<file path="src/rtl/inst_mem_bank.sv">
// Instruction-memory bank for the Mini-core fetch path.
// One synchronous read port (1-cycle latency, valid strobe) and one write port,
// both usable in the same cycle. A clear engine zeroes the array after reset
// (INIT_CLEAR=1) or on clr_req; accesses during a clear and out-of-range
// accesses are reported on access_err.
//
// Ports:
//   clk        system clock, rising edge
//   rst        asynchronous reset, active-low
//   wr_en      write request        wr_addr/wr_data  write address/data
//   rd_en      read request         rd_addr          read address
//   clr_req    single-cycle request to zero the whole array
//   rd_data    registered read data
//   rd_valid   one-cycle pulse: rd_data updated
//   busy       clear engine active, all accesses dropped
//   access_err one-cycle pulse: dropped or illegal access in the previous cycle
module inst_mem_bank #(
   parameter int unsigned DATA_W     = 20,
   parameter int unsigned ADDR_W     = 5,
   parameter int unsigned DEPTH      = 32,
   parameter int unsigned RDW_MODE   = 0,
   parameter int unsigned INIT_CLEAR = 1
) (
   input  logic              clk,
   input  logic              rst,
   input  logic              wr_en,
   input  logic [ADDR_W-1:0] wr_addr,
   input  logic [DATA_W-1:0] wr_data,
   input  logic              rd_en,
   input  logic [ADDR_W-1:0] rd_addr,
   input  logic              clr_req,
   output logic [DATA_W-1:0] rd_data,
   output logic              rd_valid,
   output logic              busy,
   output logic              access_err
);

   localparam int unsigned       IDX_W     = (DEPTH > 1) ? $clog2(DEPTH) : 1;
   localparam logic [ADDR_W-1:0] LAST_ADDR = ADDR_W'(DEPTH - 1);

   typedef enum logic {
      ST_IDLE  = 1'b0,
      ST_CLEAR = 1'b1
   } state_t;

   state_t              r_state;
   state_t              w_state_nxt;
   logic [ADDR_W-1:0]   r_clr_ptr;
   logic [ADDR_W-1:0]   w_clr_ptr_nxt;
   logic [DATA_W-1:0]   r_rd_data;
   logic [DATA_W-1:0]   w_rd_data_nxt;
   logic                r_rd_valid;
   logic                w_rd_valid_nxt;
   logic                r_access_err;
   logic                w_access_err_nxt;

   logic [DATA_W-1:0]   r_mem [DEPTH];
   logic                w_mem_we;
   logic [IDX_W-1:0]    w_mem_idx;
   logic [DATA_W-1:0]   w_mem_wdata;

   logic                w_wr_ok;
   logic                w_rd_ok;
   logic                w_bypass;
   logic [IDX_W-1:0]    w_wr_idx;
   logic [IDX_W-1:0]    w_rd_idx;

   // Address decode: range check in 32 bits so DEPTH=2**ADDR_W stays well-formed
   assign w_wr_ok  = (32'(wr_addr) < DEPTH);
   assign w_rd_ok  = (32'(rd_addr) < DEPTH);
   assign w_wr_idx = IDX_W'(wr_addr);
   assign w_rd_idx = IDX_W'(rd_addr);
   // Write-through only when the same valid word is written and read together
   assign w_bypass = (RDW_MODE == 1) && wr_en && w_wr_ok && (wr_addr == rd_addr);

   // State register and registered outputs
   always_ff @(posedge clk or negedge rst) begin
      if (!rst) begin
         r_state      <= (INIT_CLEAR == 1) ? ST_CLEAR : ST_IDLE;
         r_clr_ptr    <= '0;
         r_rd_data    <= '0;
         r_rd_valid   <= 1'b0;
         r_access_err <= 1'b0;
      end else begin
         r_state      <= w_state_nxt;
         r_clr_ptr    <= w_clr_ptr_nxt;
         r_rd_data    <= w_rd_data_nxt;
         r_rd_valid   <= w_rd_valid_nxt;
         r_access_err <= w_access_err_nxt;
      end
   end

   // Next-state, clear sequencing, memory write select and read result
   always_comb begin
      w_state_nxt      = r_state;
      w_clr_ptr_nxt    = r_clr_ptr;
      w_rd_data_nxt    = r_rd_data;
      w_rd_valid_nxt   = 1'b0;
      w_access_err_nxt = 1'b0;
      w_mem_we         = 1'b0;
      w_mem_idx        = w_wr_idx;
      w_mem_wdata      = wr_data;
      case (r_state)
         ST_IDLE: begin
            w_mem_we = wr_en && w_wr_ok;
            if (rd_en) begin
               w_rd_valid_nxt = 1'b1;
               if (!w_rd_ok)     w_rd_data_nxt = '0;
               else if (w_bypass) w_rd_data_nxt = wr_data;
               else              w_rd_data_nxt = r_mem[w_rd_idx];
            end
            w_access_err_nxt = (wr_en && !w_wr_ok) || (rd_en && !w_rd_ok);
            if (clr_req) w_state_nxt = ST_CLEAR;
         end
         ST_CLEAR: begin
            // One word zeroed per cycle; user accesses are dropped and flagged
            w_mem_we         = 1'b1;
            w_mem_idx        = IDX_W'(r_clr_ptr);
            w_mem_wdata      = '0;
            w_access_err_nxt = wr_en || rd_en;
            if (r_clr_ptr == LAST_ADDR) begin
               w_state_nxt   = ST_IDLE;
               w_clr_ptr_nxt = '0;
            end else begin
               w_clr_ptr_nxt = r_clr_ptr + ADDR_W'(1);
            end
         end
         default: begin
            w_state_nxt   = ST_IDLE;
            w_clr_ptr_nxt = '0;
         end
      endcase
   end

   // Storage array, intentionally not reset
   always_ff @(posedge clk) begin
      if (w_mem_we) r_mem[w_mem_idx] <= w_mem_wdata;
   end

   assign rd_data    = r_rd_data;
   assign rd_valid   = r_rd_valid;
   assign busy       = (r_state == ST_CLEAR);
   assign access_err = r_access_err;

endmodule

</file>
<file path="config.mk">
export PLATFORM = sky130hd
export DESIGN_NAME = inst_mem_bank
export DESIGN_NICKNAME = d
export VERILOG_FILES = /design/src/rtl/inst_mem_bank.sv
export SDC_FILE = /design/constraint.sdc
export NUM_CORES = 1
export LEC_CHECK = 0
export CAP_MARGIN = 25
export CORE_MARGIN = 3
export CORE_UTILIZATION = 55
export CTS_CLUSTER_SIZE = 12
export DETAILED_ROUTE_END_ITERATION = 16
export PLACE_DENSITY = 0.69
export RECOVER_POWER = 25
export SYNTH_ARGS = -nofsm -noshare
export SYNTH_HDL_FRONTEND = slang
export SYNTH_SLANG_ARGS = --single-unit
</file>
<file path="constraint.sdc">
create_clock -name clk -period 8.81 [get_ports clk]
set_input_delay 2.2025 -clock clk [delete_from_list [all_inputs] [get_ports clk]]
set_output_delay 2.2025 -clock clk [all_outputs]
set_load 0.02 [all_outputs]
</file>
After elaboration in Yosys (flattened, before gate mapping)
Memory sizes are Yosys's and may differ from the RTL's. A register that Yosys moved wholly into a read port is not among the register bits.
Cells that the tools add are included.
{"block": "word_totals", "input_bits": 35, "out_inout_bits": 23, "ff_bits": 8, "memories": 1, "wordCells": 23, "ramBits": 640}
{"name": "r_mem", "depth": 32, "width": 20, "read_ports": 1, "rd_ports_with_merged_regs": 1, "write_ports": 1, "line_no": "57", "text": "logic [DATA_W-1:0] r_mem [DEPTH];"}
{"block": "op_classes", "muxes": 12, "add_sub_neg": 1, "n_eq_ne": 1, "bitwise": 1, "reduce_logical": 3}
{"op": "$mux 20", "n": 1}
{"op": "$mux 5", "n": 2}
{"op": "$mux 1", "n": 6}
{"op": "$pmux 1 s2", "n": 3}
{"op": "$add 5x1->5 const B", "n": 1}
{"op": "$eq 5x5->1 const B", "n": 1}
{"op": "$reduce_and 2->1", "n": 1}
{"op": "$logic_not 1->1", "n": 1}
{"op": "$logic_or 1x1->1", "n": 1}
{"op": "$not 1->1", "n": 1}

Longest topological paths before layout
{"block": "depth", "ltp_word": 4, "ltp_mapped": 8, "mapped_depth_nobuf": 6}

Worst setup path after synthesis
No wires, ideal clock.
{"block": "synth_timing", "kind": "input-to-reg", "start": "input port wr_addr[3]", "end": "memory r_mem[10][0], enable pin", "setup_ns": 0.397, "path_slack_ns": 4.870, "stages": 4, "arrival_ns": 3.543, "required_ns": 8.413, "path_buffers": 0, "cell_sequence": "inv_1 -> o32ai_1 -> nand2_1 -> nor2_1"}
{"block": "synth_between", "elab_chain_cells": 1}
{"item": "start: declaration", "line_no": "27", "text": "input logic [ADDR_W-1:0] wr_addr,"}
{"item": "$mux 5", "line_no": "103", "text": "case (r_state)"}
{"item": "end: declaration", "line_no": "57"}
Every way passes these cells.

==> impl_metrics.yaml <==
pwr:
  p_leak_nw: 10.67
  irDropWorstVdd_uv: 267.4
  power_density_nw_per_um2: 270.7
cts:
  post_cts_resized: 0
  cts_sinks: 668
  root_buffer: "clkbuf_16"
  cts_tree: "built"
  postCtsSetupRepairBufs: 0
  clockBufferDepth: 3
  path_clk_slew_ns: 0.06
  cts_made_buffers: 69
  cts-htree-levels: 3
  clock_latency_ns: 0.60
  hold_buffers: 0
synthesis:
  ys_ff_latch: 668
  synth_edf_count: 640
  synth_compound_area_share_pct: 8.480
  ys.flop_type: "edfxtp_1"
  synth_area_um2: 26500
  synth_adder_area_share_pct: 0.09443
  yosys.area_share.simple_pct: 1.837
  syn-instance-count: 1449
  async_flop_share_pct: 4.192
  ys.warnings.count: 0
  postSynthAreaPerCell_um2: 18.29
  ys_seq_area_share_pct: 75.17
  synthMuxAreaShare_pct: 12.29
  yosysUniqueCellTypes: 36
  synth_top_family_by_area: "multiplexers"
  yosys.area_share.xor_xnor_pct: 0
  syn_nets: 1486
worst_setup_path:
  worstSetupPathType: "input pin to flip-flop"
  r2r-start: "busy"
  worstPathArrival_ns: 5.25
  worstSetupEndpointType: "flip-flop"
  cpPeakStageDelay_ns: 0.81
  cp_max_fo: 59
  cp_data_required_time_ns: 9.27
  r2r_setup_slack_ns: 4.46
  cp_slowest_cell: "buf_4"
  crit_chain: "clkdlybuf4s50_1, nor2b_4, buf_4, a22o_1, a221oi_2, o22ai_1, o41ai_2"
  reg2reg_to: "r_mem[24][2]"
  critPathLaunch: "rd_addr[2]"
  worst_setup_path_start_kind: "input pin"
  r2r_cells: 4
global_route:
  grt_pass1_vias: 13740
  grt_pass1_wl_um: 86900
  track_usage_pct: 23.36
  grt_overflow: 0
  antenna_found_initial: 0
  grt_max_degree: 89
timing:
  tightest_slew_ns: 2.318
  final_hold_viol_count: 0
  slew_viol_final: 108
  setup_violations: 0
  min_period_ns: 4.789
  fmax_mhz: 208.8
  rsz0062_at_grt: "no"
  final.setup.tns_ns: 0
  period_share_pct: 54.36
  clock_skew_ns: 0.01958
  maxSlewHeadroom_pct: -54.54
die:
  fp-row-count: 79
  initial_core_util_pct: 56.32
  design.die.area_um2: 50850
  die_h_um: 225.5
  ioPinCount: 58
  core-area_um2: 47050
  die_x_um: 225.5
cells_and_area:
  final_cell_mix: "640 x edfxtp_1, 322 x mux2i_1, 81 x a22oi_1"
  drive_gt1_share_pct: 15.07
  area_growth_pct: 13.61
  fin_cells: 2206
  final_area_um2: 30110
  antenna_cells: 0
  layout_commonest_cell: "edfxtp_1"
  nets: 1588
drt:
  drtIter0Drc: 1329
  ant_nets: 0
  post_drt_wl_per_cell_um: 26.84
  drt-total-wl_um: 59200
  avgViaCountPerCell: 6.212
  dr.pass1.iters: 5
  drc: 0
  via_count: 13700
placed_design:
  portBuffers: 57
  routabilityCongestion: 0.8121
  place_inst: 2080
  dpl_cell_area_um2: 28040
  hpwl_um: 32280
hold_path:
  hold_class: "flip-flop to flip-flop"
  hp-start: "rd_data[17]"
  worstHoldPathCells: 2
  min_to: "rd_data[17]"
outcome:
  outcome: "complete, but fails checks"
  violations: "max-capacitance violations, max-slew violations"
flow_run:
  maxCapViolCount: 3
-- cells in the mapped netlist (21+ instances only) --
cell	instances	area [um2]
dfrtp_1	27	675.7
mux2i_1	322	3223
buf_4	22	165.2
a22oi_1	81	608.1
nand2_1	33	123.9
nor2b_1	24	150.1
nor2_1	37	138.9
edfxtp_1	640	19220
a22o_1	40	350.3
a221oi_2	32	480.5
a21oi_1	41	205.2
o22ai_1	21	131.4
clkbuf_1	41	153.9
-- how the worst max path moves through the flow --
stage / end
3_3_place_gp: rd_data[13]
4_1_cts: rd_data[13]
2_1_floorplan: r_mem[10][0]
3_5_place_dp: rd_data[13]
6_report: rd_data[13]
5_1_grt: rd_data[13]
-- flip-flops by register name (all words and copies together) (netlist names) --
signal      flops
rd_data        20
access_err      1
rd_valid        1
r_clr_ptr       5
r_mem         640
busy            1
-- critical path: cells and delay by family --
kind                   cells  cell delay [ns]
AND/OR/NAND/NOR            1             0.74
buffers and inverters      2             1.43
AO/OA/AOI/OAI              4             0.78
-- cells by family (layout without fill, tap and decap cells) --
kind of cell / Yosys count / after routing
flops: 668 / 668
mux: 325 / 325
compound gates: 254 / 254
simple gates: 106 / 106
buf+inv: 94 / 244
fa+ha+maj: 2 / 2
-- metal layers --
layer | GRT usage (%) | wire, um
met1 | 32.87 | 25100
met4 | 7.565 | 1792
met3 | 5.080 | 4196
met5 | 0 | 0
met2 | 36.92 | 28110
-- where the power goes --
part	internal, mW	switching, mW	leakage, nW	total, mW
combinational	0.423	0.875	3.38	1.30
sequential	4.02	0.141	6.28	4.16
clock	1.56	1.13	1.01	2.70
total	6.00	2.15	10.7	8.15
-- through the flow --
| step | power, mW | utilization, % | setup slack, ns | hold slack (ns) |
|---|---|---|---|---|
| after detailed placement | 5.518 | 59.61 | 3.443 | 0.4974 |
| after CTS | 8.200 | 64.02 | 4.072 | 0.5095 |
| final | 8.150 | 63.99 | 4.021 | 0.5101 |
| after global placement | 5.451 | 59.17 | 3.447 | 0.4867 |
| after floorplan | 4.897 | - | 4.870 | 0.5066 |
| after global routing | 8.437 | 63.99 | 3.955 | 0.5408 |
-- cell type report --
type                            count  area [um2]
Timing Repair Buffer              120        1146
Clock buffer                      109        2011
Tap cell                          607       759.5
Multi-Input combinational cell    687        6183
Fill cell                        3260       16940
Sequential cell                   668       19920
Inverter                            5       18.77
Clock inverter                     10       67.56
Power figures use the tool's default switching activity.
